<file path="src/rtl/vrom_rr_arbiter.sv">
// ---------------------------------------------------------------------------
// vrom_rr_arbiter
//   Lets NUM_REQ requesters share the single read port of one VRom instance.
//   Requests are served round-robin, with at most one read in flight. Each
//   requester sees a valid/ready address handshake and later a one-cycle
//   response strobe that qualifies the shared rsp_data bus.
//
// Ports
//   clk        in   clock, all logic on the rising edge
//   reset      in   synchronous active-high reset
//   req_valid  in   [NUM_REQ]            per-requester read request
//   req_addr   in   [NUM_REQ*ADDR_WIDTH] per-requester address, slice i = requester i
//   req_ready  out  [NUM_REQ]            one-hot grant (handshake = valid & ready)
//   rsp_valid  out  [NUM_REQ]            one-hot single-cycle strobe to the read owner
//   rsp_data   out  [DATA_LEN]           registered ROM word, valid while rsp_valid != 0
//   busy       out  read in flight (WAIT state)
//   rom_addr   out  [ADDR_WIDTH]         registered address to the VRom
//   rom_data   in   [DATA_LEN]           VRom read data
// ---------------------------------------------------------------------------
module vrom_rr_arbiter #(
    parameter int NUM_REQ     = 4,
    parameter int ADDR_WIDTH  = 3,
    parameter int DATA_LEN    = 8,
    parameter int ROM_LATENCY = 1
) (
    input  logic                          clk,
    input  logic                          reset,
    input  logic [NUM_REQ-1:0]            req_valid,
    input  logic [NUM_REQ*ADDR_WIDTH-1:0] req_addr,
    output logic [NUM_REQ-1:0]            req_ready,
    output logic [NUM_REQ-1:0]            rsp_valid,
    output logic [DATA_LEN-1:0]           rsp_data,
    output logic                          busy,
    output logic [ADDR_WIDTH-1:0]         rom_addr,
    input  logic [DATA_LEN-1:0]           rom_data
);

    localparam int PTR_W = $clog2(NUM_REQ);
    localparam int CNT_W = $clog2(ROM_LATENCY + 1);

    typedef enum logic [1:0] {
        ST_IDLE,
        ST_WAIT,
        ST_RESP
    } state_t;

    state_t                 state_q, state_d;
    logic [PTR_W-1:0]       ptr_q, ptr_d;
    logic [PTR_W-1:0]       owner_q, owner_d;
    logic [CNT_W-1:0]       cnt_q, cnt_d;
    logic [ADDR_WIDTH-1:0]  rom_addr_q, rom_addr_d;
    logic [NUM_REQ-1:0]     rsp_valid_q, rsp_valid_d;
    logic [DATA_LEN-1:0]    rsp_data_q, rsp_data_d;

    // scan_idx[k] is the requester examined k-th in round-robin order,
    // i.e. (ptr + k) mod NUM_REQ without needing a divider.
    logic [PTR_W-1:0]       scan_idx [NUM_REQ];
    logic [ADDR_WIDTH-1:0]  addr_slice [NUM_REQ];

    generate
        for (genvar gi = 0; gi < NUM_REQ; gi++) begin : g_scan
            logic [PTR_W:0] sum;
            assign sum = {1'b0, ptr_q} + (PTR_W+1)'(gi);
            assign scan_idx[gi] = (sum >= (PTR_W+1)'(NUM_REQ))
                                ? PTR_W'(sum - (PTR_W+1)'(NUM_REQ))
                                : PTR_W'(sum);
            assign addr_slice[gi] = req_addr[gi*ADDR_WIDTH +: ADDR_WIDTH];
        end
    endgenerate

    logic                   grant_found;
    logic [PTR_W-1:0]       grant_idx;
    logic                   grant_en;

    // Walk the scan order backwards so the earliest requesting position
    // is the last assignment and therefore wins.
    always_comb begin
        grant_found = 1'b0;
        grant_idx   = '0;
        for (int k = NUM_REQ - 1; k >= 0; k--) begin
            if (req_valid[scan_idx[k]]) begin
                grant_found = 1'b1;
                grant_idx   = scan_idx[k];
            end
        end
    end

    // RESP may grant in the same cycle the response is delivered, which
    // gives a back-to-back period of ROM_LATENCY+1 cycles.
    assign grant_en  = grant_found && !reset && (state_q != ST_WAIT);
    assign req_ready = grant_en ? (NUM_REQ'(1) << grant_idx) : '0;

    always_comb begin
        state_d     = state_q;
        ptr_d       = ptr_q;
        owner_d     = owner_q;
        cnt_d       = cnt_q;
        rom_addr_d  = rom_addr_q;
        rsp_valid_d = '0;
        rsp_data_d  = rsp_data_q;
        case (state_q)
            ST_WAIT: begin
                cnt_d = cnt_q - CNT_W'(1);
                // cnt==1 marks the edge at which rom_data is valid for rom_addr_q
                if (cnt_q == CNT_W'(1)) begin
                    rsp_data_d  = rom_data;
                    rsp_valid_d = NUM_REQ'(1) << owner_q;
                    state_d     = ST_RESP;
                end
            end
            default: begin
                if (grant_en) begin
                    rom_addr_d = addr_slice[grant_idx];
                    owner_d    = grant_idx;
                    ptr_d      = (grant_idx == PTR_W'(NUM_REQ - 1)) ? '0 : grant_idx + PTR_W'(1);
                    cnt_d      = CNT_W'(ROM_LATENCY);
                    state_d    = ST_WAIT;
                end else begin
                    state_d    = ST_IDLE;
                end
            end
        endcase
    end

    always_ff @(posedge clk) begin
        if (reset) begin
            state_q     <= ST_IDLE;
            ptr_q       <= '0;
            owner_q     <= '0;
            cnt_q       <= '0;
            rom_addr_q  <= '0;
            rsp_valid_q <= '0;
            rsp_data_q  <= '0;
        end else begin
            state_q     <= state_d;
            ptr_q       <= ptr_d;
            owner_q     <= owner_d;
            cnt_q       <= cnt_d;
            rom_addr_q  <= rom_addr_d;
            rsp_valid_q <= rsp_valid_d;
            rsp_data_q  <= rsp_data_d;
        end
    end

    assign rsp_valid = rsp_valid_q;
    assign rsp_data  = rsp_data_q;
    assign rom_addr  = rom_addr_q;
    assign busy      = (state_q == ST_WAIT);

endmodule

</file>
<file path="config.mk">
export PLATFORM = sky130hd
export DESIGN_NAME = vrom_rr_arbiter
export DESIGN_NICKNAME = d
export VERILOG_FILES = /design/src/rtl/vrom_rr_arbiter.sv
export SDC_FILE = /design/constraint.sdc
export NUM_CORES = 1
export LEC_CHECK = 0
export ABC_AREA = 1
export BUFFER_PORTS_ARGS = -buffer_cell sky130_fd_sc_hd__buf_2
export CORE_MARGIN = 2
export CORE_UTILIZATION = 47
export DETAILED_ROUTE_END_ITERATION = 10
export PLACE_DENSITY = 0.78
export SLEW_MARGIN = 15
export SYNTH_ARGS = -nofsm -noshare
export SYNTH_HDL_FRONTEND = slang
export SYNTH_SLANG_ARGS = --single-unit
</file>
<file path="constraint.sdc">
create_clock -name clk -period 1.9 [get_ports clk]
set_input_delay 0.285 -clock clk [delete_from_list [all_inputs] [get_ports clk]]
set_output_delay 0.285 -clock clk [all_outputs]
set_load 0.01 [all_outputs]
</file>
Yosys cells after proc, flatten, opt, wreduce, memory -nomap -nowiden
Cells that the tools add are included.

Register bits after elaboration: 22. Bits of input ports: 26. Logic and storage cells: 71.

Add/subtract/negate cells: 9. Magnitude comparators: 9. Eq/ne operators: 4. Shift-type cells: 2. Muxes and demuxes: 30. Bitwise operators: 3. Reductions and logical operators: 7.

Operators with widths (count): 2-bit 2-to-1 mux (11); 3-bit >= comparator, second input constant (4); 2-bit by 3-bit < comparator with 1-bit output, second input constant (4); 1-bit 2-to-1 mux (11); 1-bit binary-select mux with 2-bit select (4); 1-bit by 2-bit left shift with 4-bit output, first input constant (2); 2-bit by 1-bit subtractor with 2-bit output, second input constant (4); 2-bit by 2-bit adder with 3-bit output, second input constant (2); 3-bit binary-select mux with 2-bit select (1); 3-bit 2-to-1 mux (2); 4-bit 2-to-1 mux (1); 2-bit by 1-bit != test with 1-bit output, second input constant (2); 2-bit AND reduction (2); 2-bit by 1-bit adder with 3-bit output, second input constant (1); 2-bit by 3-bit >= comparator with 1-bit output, second input constant (1); 2-bit NOT with 3-bit output (1); 3-bit OR reduction (1); 2-bit by 1-bit adder with 2-bit output, second input constant (1); 2-bit by 1-bit equality test with 1-bit output, second input constant (1); 2-bit equality test, second input constant (1); 1-bit logical AND (2); 1-bit NOT (2); 2-bit nonzero test (1); 1-bit zero test (1); 1-bit subtractor, second input constant (1).

Longest topological paths before layout
Gate-level depths: netlist of run 1.

Depth in word-level cells: 13. Gate-level depth with buffers: 13.

Worst setup path after synthesis of run 1
No wires, ideal clock.

Path kind: register to output. Start: register ptr_q[0]. End: output req_ready[2]. Arrival: 1.577 ns. Data required time: 1.615 ns. Slack: 0.038 ns. Stages on the path, launching flop included: 12. Buffers on the path: 1. Path through: dfxtp_1 -> buf_6 -> xnor2_1 -> nand2_2 -> nand3_4 -> nand2_2 -> nand2_4 -> nand2_8 -> inv_2 -> ha_1 -> inv_1 -> nor2_1.

Cells in the longest elaborated chain, start to end: 12. Elaborated cells on any way between the ends: 35. Those cells by class: 7 x add/sub; 4 x order compare; 1 x shift; 21 x mux; 2 x reduce/logical.

Ends and longest elaborated chain: start, declared (RTL line 48) `logic [PTR_W-1:0] ptr_q, ptr_d;`; start signal, assigned (RTL line 136) `ptr_q <= ptr_d;`; 2-bit by 2-bit adder with 3-bit output (RTL line 63) `assign sum = {1'b0, ptr_q} + (PTR_W+1)'(gi);`; 3-bit >= comparator / 2-bit by 1-bit subtractor with 2-bit output (equally long branches) (RTL line 64, 65); 2-bit 2-to-1 mux (RTL line 65) `? PTR_W'(sum - (PTR_W+1)'(NUM_REQ))`; 1-bit binary-select mux with 2-bit select (RTL line 81) `if (req_valid[scan_idx[k]]) begin`; 1-bit 2-to-1 mux (not written as such) (RTL line 81); 1-bit 2-to-1 mux (4 in series) (RTL line 81); 1-bit logical AND (2 in series) (RTL line 90) `assign grant_en = grant_found && !reset && (state_q != ST_WAIT);`; 4-bit 2-to-1 mux (*) (RTL line 91) `assign req_ready = grant_en ? (NUM_REQ'(1) << grant_idx) : '0;`; end, declared (RTL line 30) `output logic [NUM_REQ-1:0] req_ready,`.

Mark *: on every way between the ends. The rest lies on a longest branch, timed or not. The select of a mux whose other input is x is not followed.

Worst setup path in the final report of run 1
Start: register ptr_q[0]. End: output req_ready[3].

Same word-level chain as after synthesis.

==> results of run 1 <==
==> metrics by stage <==
step	power, mW	hold WS [ns]	setup slack (ns)
final	2.64	0.151	-0.249
after detailed placement	1.86	0.434	0.0186
after floorplan	1.51	0.363	0.0377
after CTS	2.54	0.138	-0.235
after global placement	1.84	0.431	0.0529
after global routing	2.84	0.155	-0.372
==> worst max-delay path: stages, from the launching register on <==
cell,delay (ns)
dfxtp_4,0.39
buf_12,0.15
o21ai_2,0.16
nand2_1,0.10
nand2_1,0.10
inv_2,0.06
nand2_4,0.07
nand2_4,0.07
nand2_8,0.08
ha_1,0.14
inv_1,0.03
nor2_1,0.08
buf_2,0.14
==> synthesized netlist by cell type <==
cell | instances | area, µm²
inv_1 | 21 | 78.8
buf_6 | 1 | 11.3
a211oi_1 | 1 | 7.51
nand3_2 | 1 | 10.0
o21ai_0 | 4 | 20.0
nand2_8 | 1 | 20.0
o21ai_1 | 1 | 5.00
dfxtp_1 | 22 | 440
nor2_1 | 7 | 26.3
xnor2_1 | 1 | 8.76
nor3_1 | 4 | 20.0
inv_2 | 3 | 11.3
nor2_2 | 4 | 25.0
nand3_1 | 30 | 150
a21oi_1 | 2 | 10.0
nand3_4 | 2 | 35.0
nand2_4 | 1 | 11.3
ha_1 | 2 | 25.0
nand2_2 | 10 | 62.6
o21ai_2 | 2 | 17.5
nand2_1 | 42 | 158
buf_1 | 1 | 3.75
o31ai_1 | 1 | 7.51
==> power by group through the flow <==
stage,Combinational (mW),Clock [mW],Sequential (mW)
floorplan,0.879,0,0.626
global placement,1.23,0,0.607
detailed placement,1.25,0,0.611
CTS,1.55,0.365,0.631
global route,1.82,0.378,0.643
finish,1.65,0.357,0.633
==> final cells by class <==
type	count	area (µm²)
clock buffers	3	22.5
clock inverters	1	30.0
fillers	195	706
inverters	24	103
multi-input cells	116	716
flip-flops and latches	22	448
well taps	30	37.5
repair buffers	57	348
==> logic make-up (layout without fill, tap and decap cells) <==
family                     Yosys count  count (layout)  share of synthesized area
adders and majority gates            2               2                     0.0215
AOI/OAI and AO/OA                   11              11                     0.0580
and+or+nand+nor                    102             102                      0.445
xor gates and xnor gates             1               1                    0.00752
buffers and inverters               26              85                     0.0902
DFF                                 22              22                      0.378
==> registers in the layout, summed over array words and instances, names as in the netlist <==
register / flops
rsp_data: 8
rsp_valid: 4
rom_addr: 3
owner_q: 2
ptr_q: 2
state_q: 2
cnt_q: 1
==> routing by layer <==
layer	up-vias	GRT usage	share of wire
met5	-	0	0
met4	0	0.0983	0.020
met3	6	0.0167	0.041
met2	44	0.396	0.50
met1	550	0.260	0.44
li1	644	-	-
==> final timing paths <==
check	to	from	slack, ns	cells past startpoint
worst max-delay path	req_ready[3]	ptr_q[0]$_SDFFE_PP0P_	-0.25	12
worst min-delay path	rsp_data[1]$_SDFFE_PP0N_	rom_data[1]	0.15	3
worst max register to register	rom_addr[2]$_SDFFE_PP0P_	ptr_q[0]$_SDFFE_PP0P_	0.10	13
worst min register to register	rsp_valid[0]$_SDFF_PP0_	owner_q[1]$_SDFFE_PP0P_	0.45	1
==> timing repair <==
item,4_1_cts,5_1_grt
resized for setup,31,5
cloned,1,0
buffers inserted,3,1
setup endpoints to repair,4,4
pin swaps,12,4
==> impl_metrics.py, run 1 <==
metrics = {
    "global_routing": {
        "grt_max_degree": 15,
        "grt_pass1_wl_mm": 4.62,
        "grt_overflow": 0,
        "grt_use_total": 0.219,
        "antenna_found_initial": 0,
        "grt_pass1_vias": 1111,
    },
    "status": {
        "status": "finished with violations",
        "violations": "negative setup slack",
    },
    "setup_path": {
        "endpoint_kind": "output pin",
        "crit_path_max_fanout": 8,
        "cp.required_ns": 1.62,
        "start_kind": "register",
        "crit_arrival_ns": 1.86,
        "path_class": "register to output pin",
    },
    "sta": {
        "finalSetupViolations": 4,
        "clock_skew_ns": 0.00388,
        "finalSetupTns_ns": -0.790,
        "finalHoldViolCount": 0,
        "layout_setup_ws_ns": -0.249,
        "period_needed_ns": 2.15,
        "relSlewSlack": 0.741,
        "tightest_slew_ns": 0.387,
        "fmax_mhz": 465,
        "rsz0062_at_grt": "true",
        "drv_slew": 0,
        "period_share": 1.13,
    },
    "detailed_routing": {
        "via_per_inst": 4.92,
        "wirelength_mm": 2.93,
        "wl_per_cell_um": 11.6,
        "vias": 1244,
        "postRouteAntennaNets": 0,
        "drc": 0,
        "initialDrtViolationCount": 25,
        "dr.pass1.iters": 4,
    },
    "yosys": {
        "syn_nets": 192,
        "synth-seq-area-share": 0.378,
        "syn_area_per_cell_um2": 7.10,
        "yosysUniqueCellTypes": 23,
        "ys_seq_elements": 22,
        "synthCells": 164,
        "ys_warn_count": 0,
        "syn-cell-area_mm2": 0.00116,
    },
    "cells_and_area": {
        "fin_cells": 253,
        "final_core_utilization": 0.707,
        "mostFrequentLayoutCells": "buf_2, nand2_1, nand3_1, dfxtp_1, inv_1",
        "drive_gt1_frac": 0.471,
        "nets": 252,
        "area_growth_pct": 46.3,
        "insertedDiodeCount": 0,
        "final_area_mm2": 0.00170,
        "layout_commonest_cell": "buf_2",
    },
    "pwr": {
        "p_per_area_mw_per_mm2": 1550,
        "ir_drop_mv": 0.835,
        "switchingPower_mw": 1.15,
        "cellLeakagePower_nw": 0.905,
        "p_int_mw": 1.48,
        "p_seq_frac": 0.240,
        "pwr-share-clk": 0.135,
        "combPwrFrac": 0.625,
        "switching_share": 0.438,
    },
    "floorplan": {
        "die_height_um": 53.8,
        "rows": 18,
        "initial_core_util": 0.483,
        "dieArea_mm2": 0.00289,
        "top_level_ports": 46,
        "die_w_um": 53.8,
        "core_mm2": 0.00241,
    },
    "placed_design": {
        "place_congestion": 0.882,
        "dp_cells": 244,
        "io_buffers": 45,
        "placed_area_mm2": 0.00148,
        "dp_hpwl_mm": 2.03,
    },
    "cts": {
        "path_clk_slew_ns": 0.12,
        "cts.sinks": 22,
        "worst_skew_pair.late_latency_ns": 0.31,
        "cts_tree": "built",
        "ctsRootBufferMaster": "clkbuf_4",
        "cts_max_path_buffers": 2,
        "cts_buffers": 3,
        "htree_levels": 1,
        "cts_hold_buffers": 0,
    },
    "run": {
        "maxCapViolCount": 0,
    },
    "worst_hold_path": {
        "min_path_type": "input port to register",
    },
}
(Power assumes the default switching activity.)
==> inputs of run 2 (changes only) <==
Settings changed: RECOVER_POWER set to 50.
==> impl_metrics.py, run 2 (synthesis gave the netlist of run 1 again) <==
metrics = {
    "cells_and_area": {
        "largest_reg_flops": 8,
        "nets": 252,
        "insertedDiodeCount": 0,
        "layout_commonest_cell": "nand2_1",
        "n_fill_cell": 207,
        "final_area_mm2": 0.00168,
        "drive_gt1_frac": 0.395,
        "final_core_utilization": 0.697,
        "fin_cells": 253,
        "mostFrequentLayoutCells": "nand2_1, buf_2, nand3_1, dfxtp_1, inv_1",
        "area_growth_pct": 44.3,
    },
    "detailed_routing": {
        "wl_per_cell_um": 11.5,
        "dr.pass1.iters": 5,
        "vias": 1243,
        "drc": 0,
        "wirelength_mm": 2.92,
        "via_per_inst": 4.91,
        "postRouteAntennaNets": 0,
        "initialDrtViolationCount": 16,
    },
    "placed_design": {
        "placed_area_mm2": 0.00148,
        "dp_slack_ns": 0.0186,
        "io_buffers": 45,
        "place_congestion": 0.882,
        "dp_cells": 244,
        "dp_hpwl_mm": 2.03,
    },
    "setup_path": {
        "path_class": "register to output pin",
        "crit_arrival_ns": 1.87,
        "cp.required_ns": 1.62,
        "r2r_slack_ns": 0.10,
        "crit_path_max_fanout": 8,
        "endpoint_kind": "output pin",
        "start_kind": "register",
    },
    "floorplan": {
        "rows": 18,
        "top_level_ports": 46,
        "die_height_um": 53.8,
        "initial_core_util": 0.483,
        "dieArea_mm2": 0.00289,
        "die_w_um": 53.8,
        "core_mm2": 0.00241,
    },
    "cts": {
        "ctsRootBufferMaster": "clkbuf_4",
        "htree_levels": 1,
        "cts_buffers": 3,
        "cts.sinks": 22,
        "cts_max_path_buffers": 2,
        "worst_skew_pair.late_latency_ns": 0.31,
        "cts_tree": "built",
        "path_clk_slew_ns": 0.12,
    },
    "sta": {
        "period_needed_ns": 2.15,
        "tightest_slew_ns": 0.611,
        "layout_setup_ws_ns": -0.252,
        "finalSetupViolations": 4,
        "fmax_mhz": 465,
        "clock_skew_ns": 0.00738,
        "drv_slew": 0,
        "rsz0062_at_grt": "true",
        "finalSetupTns_ns": -0.788,
        "relSlewSlack": 0.591,
        "fin_hold_ws_ns": 0.148,
        "period_share": 1.13,
        "finalHoldViolCount": 0,
    },
    "global_routing": {
        "antenna_found_initial": 0,
        "grt_use_total": 0.219,
        "grt_max_degree": 15,
        "grt_pass1_wl_mm": 4.62,
        "grt_overflow": 0,
        "grt_pass1_vias": 1111,
    },
    "pwr": {
        "p_per_area_mw_per_mm2": 1560,
        "cellLeakagePower_nw": 0.843,
        "finalPower_mw": 2.63,
        "ir_drop_mv": 0.837,
    },
    "status": {
        "violations": "negative setup slack",
        "status": "finished with violations",
    },
    "run": {
        "maxCapViolCount": 0,
    },
    "worst_hold_path": {
        "min_path_type": "input port to register",
    },
}
[run 2: cell types whose count changed in the layout (fill, tap and decap cells not counted)]
cell,before,now
nor2_2,4,2
nor2_1,7,9
buf_2,45,30
clkbuf_1,0,15
[run 2: repair_timing]
action / 4_1_cts / 5_1_grt
setup buffers: 3 / 1
endpoints found under the setup margin: 4 / 4
cloned: 1 / 0
hold buffers: 0 / 0
endpoints found under the hold margin: 0 / 0
resized for setup: 31 / 5
pin swaps: 12 / 4
[run 2: per-layer routing]
metal	GRT usage	wire length, µm
met5	0	0
met4	0.0983	57
met3	0.0167	168
met2	0.396	1440
met1	0.260	1250
[run 2: path summary, 6_finish.rpt]
path | start | cells past startpoint | end
min | rom_data[1] | 3 | rsp_data[1]$_SDFFE_PP0N_
min reg2reg | owner_q[1]$_SDFFE_PP0P_ | 1 | rsp_valid[0]$_SDFF_PP0_
max reg2reg | ptr_q[0]$_SDFFE_PP0P_ | 13 | rom_addr[2]$_SDFFE_PP0P_
max | ptr_q[0]$_SDFFE_PP0P_ | 12 | req_ready[3]
[run 2: layout make-up]
type / count / area (µm²) / share of cell area
clock buffer: 3 / 22.5 / 0.0134
clock inverter: 1 / 30.0 / 0.0179
inverter: 24 / 103 / 0.0611
multi-input combinational: 116 / 711 / 0.423
sequential: 22 / 448 / 0.267
tap: 30 / 37.5 / 0.0223
timing repair buffer: 57 / 329 / 0.196
[run 2: report_power, final]
group	internal (mW)	leakage (nW)	switching [mW]
registers	0.556	0.182	0.0787
clock network	0.213	0.0279	0.143
logic	0.703	0.633	0.934
total	1.47	0.843	1.16
[run 2: critical path, stage by stage (launching register included)]
cell	delay (ns)
dfxtp_4	0.39
buf_12	0.15
o21ai_2	0.16
nand2_1	0.10
nand2_1	0.10
inv_2	0.06
nand2_4	0.07
nand2_4	0.07
nand2_8	0.08
ha_1	0.14
inv_1	0.03
nor2_1	0.08
buf_2	0.14
==> inputs of run 3 (changes only) <==
Settings changed: ABC_AREA 1 to not set, CORE_UTILIZATION 47 to 44, PLACE_DENSITY 0.78 to 0.77, SETUP_SLACK_MARGIN set to 0.05.
Clock period 1.9 ns to 2.2 ns, I/O delays scaled along.
==> impl_metrics.py, run 3 <==
metrics = {
    "yosys": {
        "synth_edf_count": 0,
        "synth-seq-area-share": 0.466,
        "synthTopCellsByCount": "nand2_1, dfxtp_1, a21oi_1",
        "syn_nets": 135,
        "synthCells": 107,
        "yosysUniqueCellTypes": 26,
        "yosysTopAreaCellShare": 0.466,
        "synthArstFlopShare": 0,
        "ys_warn_count": 0,
        "yosysTopAreaCell": "dfxtp_1",
        "yosysMostFrequentCell": "nand2_1",
        "syn_area_per_cell_um2": 8.83,
        "synthFlopType": "dfxtp_1",
        "ys_seq_elements": 22,
        "synth.area.top_cells": "dfxtp_1, nand2_1, mux2i_1",
        "syn-cell-area_um2": 945,
    },
    "global_routing": {
        "grt_overflow": 0,
        "antenna_found_initial": 0,
        "grt_pass1_wl_mm": 3.64,
        "grt_max_degree": 22,
        "grt_pass1_vias": 866,
        "grt_use_total": 0.189,
    },
    "sta": {
        "tightest_slew_ns": 0.501,
        "rsz0062_at_grt": "false",
        "finalSetupViolations": 0,
        "relSlewSlack": 0.665,
        "fmax_mhz": 500,
        "period_share": 0.910,
        "period_needed_ns": 2.00,
        "finalHoldViolCount": 0,
        "clock_skew_ns": 0.00819,
        "finalSetupTns_ns": 0,
        "drv_slew": 0,
    },
    "placed_design": {
        "io_buffers": 45,
        "placed_area_mm2": 0.00120,
        "place_congestion": 0.806,
        "dp_hpwl_mm": 1.66,
        "dp_cells": 177,
    },
    "cells_and_area": {
        "drive_gt1_frac": 0.260,
        "seq_area_um2": 440,
        "layout_commonest_cell": "buf_2",
        "final_area_mm2": 0.00124,
        "area_growth_pct": 31.8,
        "insertedDiodeCount": 0,
        "nets": 183,
        "fin_cells": 181,
        "multi_input_area_um2": 478,
        "mostFrequentLayoutCells": "buf_2, nand2_1, dfxtp_1, clkbuf_1, a21oi_1",
        "n_fill_cell": 195,
        "largest_reg_flops": 8,
    },
    "floorplan": {
        "dieArea_mm2": 0.00253,
        "initial_core_util": 0.472,
        "die_height_um": 50.3,
        "top_level_ports": 46,
        "die_w_um": 50.3,
        "rows": 16,
        "core_mm2": 0.00200,
    },
    "detailed_routing": {
        "wl_per_cell_um": 12.1,
        "via_per_inst": 5.07,
        "initialDrtViolationCount": 14,
        "wirelength_mm": 2.20,
        "dr.pass1.iters": 4,
        "vias": 918,
        "drc": 0,
        "postRouteAntennaNets": 0,
    },
    "cts": {
        "cts_buffers": 3,
        "cts_setup_buffers": 0,
        "ctsRootBufferMaster": "clkbuf_4",
        "htree_levels": 1,
        "path_clk_slew_ns": 0.13,
        "cts_max_path_buffers": 2,
        "cts.sinks": 22,
        "worst_skew_pair.late_latency_ns": 0.31,
        "cts_tree": "built",
    },
    "pwr": {
        "pwr-share-clk": 0.307,
        "p_per_area_mw_per_mm2": 815,
        "p_seq_frac": 0.458,
        "cellLeakagePower_nw": 0.565,
        "p_int_mw": 0.729,
        "switchingPower_mw": 0.287,
        "switching_share": 0.282,
        "finalPower_mw": 1.02,
        "combPwrFrac": 0.235,
        "ir_drop_mv": 0.478,
    },
    "worst_hold_path": {
        "min_path_type": "input port to register",
    },
    "run": {
        "maxCapViolCount": 0,
    },
    "setup_path": {
        "cp.required_ns": 1.87,
        "crit_path_max_fanout": 3,
        "endpoint_kind": "output pin",
        "path_class": "register to output pin",
        "crit_arrival_ns": 1.67,
        "start_kind": "register",
    },
    "status": {
        "status": "finished, final reports clean",
    },
}
## run 3: routing by layer
layer | vias up | GRT usage | routed length, µm
met5 | - | 0 | 0
met4 | 0 | 0.0901 | 34
met3 | 4 | 0.0387 | 68
met2 | 17 | 0.344 | 1140
met1 | 432 | 0.207 | 961
li1 | 465 | - | -
## run 3: worst paths after layout
| check | slack (ns) | startpoint | end | depth (start not counted) |
|---|---|---|---|---|
| hold reg to reg | 0.46 | rsp_data[5]$_SDFFE_PP0N_ | rsp_data[5]$_SDFFE_PP0N_ | 2 |
| setup reg to reg | 0.64 | state_q[0]$_SDFFE_PP0P_ | rsp_valid[3]$_SDFF_PP0_ | 4 |
| hold / removal | 0.23 | rom_data[2] | rsp_data[2]$_SDFFE_PP0N_ | 3 |
| setup / recovery | 0.20 | ptr_q[0]$_SDFFE_PP0P_ | req_ready[2] | 7 |
## run 3: cell type report
type                            count  share of cell area
Inverter                            5              0.0151
Clock inverter                      1              0.0241
Timing Repair Buffer               47               0.178
Tap cell                           27              0.0271
Multi-Input combinational cell     76               0.384
Clock buffer                        3              0.0181
Sequential cell                    22               0.354
## run 3: power by group through the flow
| stage | Clock, mW | Sequential (mW) | Combinational (mW) |
|---|---|---|---|
| after detailed placement | 0 | 0.472 | 0.241 |
| after global routing | 0.334 | 0.470 | 0.268 |
| final | 0.312 | 0.465 | 0.238 |
| after CTS | 0.323 | 0.463 | 0.243 |
| after floorplan | 0 | 0.478 | 0.145 |
| after global placement | 0 | 0.470 | 0.235 |
## run 3: logic make-up after synthesis
logic type               Yosys count  synth area share
buffers and inverters              9            0.0371
multiplexers                       6            0.0636
AO/OA/AOI/OAI                     21             0.159
AND/OR/NAND/NOR                   47             0.248
flip-flops                        22             0.466
adder cells (fa/ha/maj)            2            0.0265
## run 3: per-stage QoR
step	hold WS [ns]	util	setup slack, ns
2_1_floorplan	0.429	-	0.406
3_3_place_gp	0.440	0.601	0.395
3_5_place_dp	0.446	0.601	0.347
4_1_cts	0.229	0.627	0.0945
5_1_grt	0.231	0.622	0.0702
6_report	0.233	0.622	0.199
## run 3: what timing repair did
item,in CTS,in global routing
gates resized for setup,0,3
endpoints found under the setup margin,0,4
hold buffers,0,0
hold endpoints to repair,0,0
## run 3: worst max-delay path, cell delays in order, from the launching register on
cell and delay, ns:
dfxtp_1 0.41, nor2b_1 0.07, o21ai_0 0.14, o221a_2 0.22
inv_1 0.07, ha_1 0.19, and2_1 0.13, buf_2 0.13
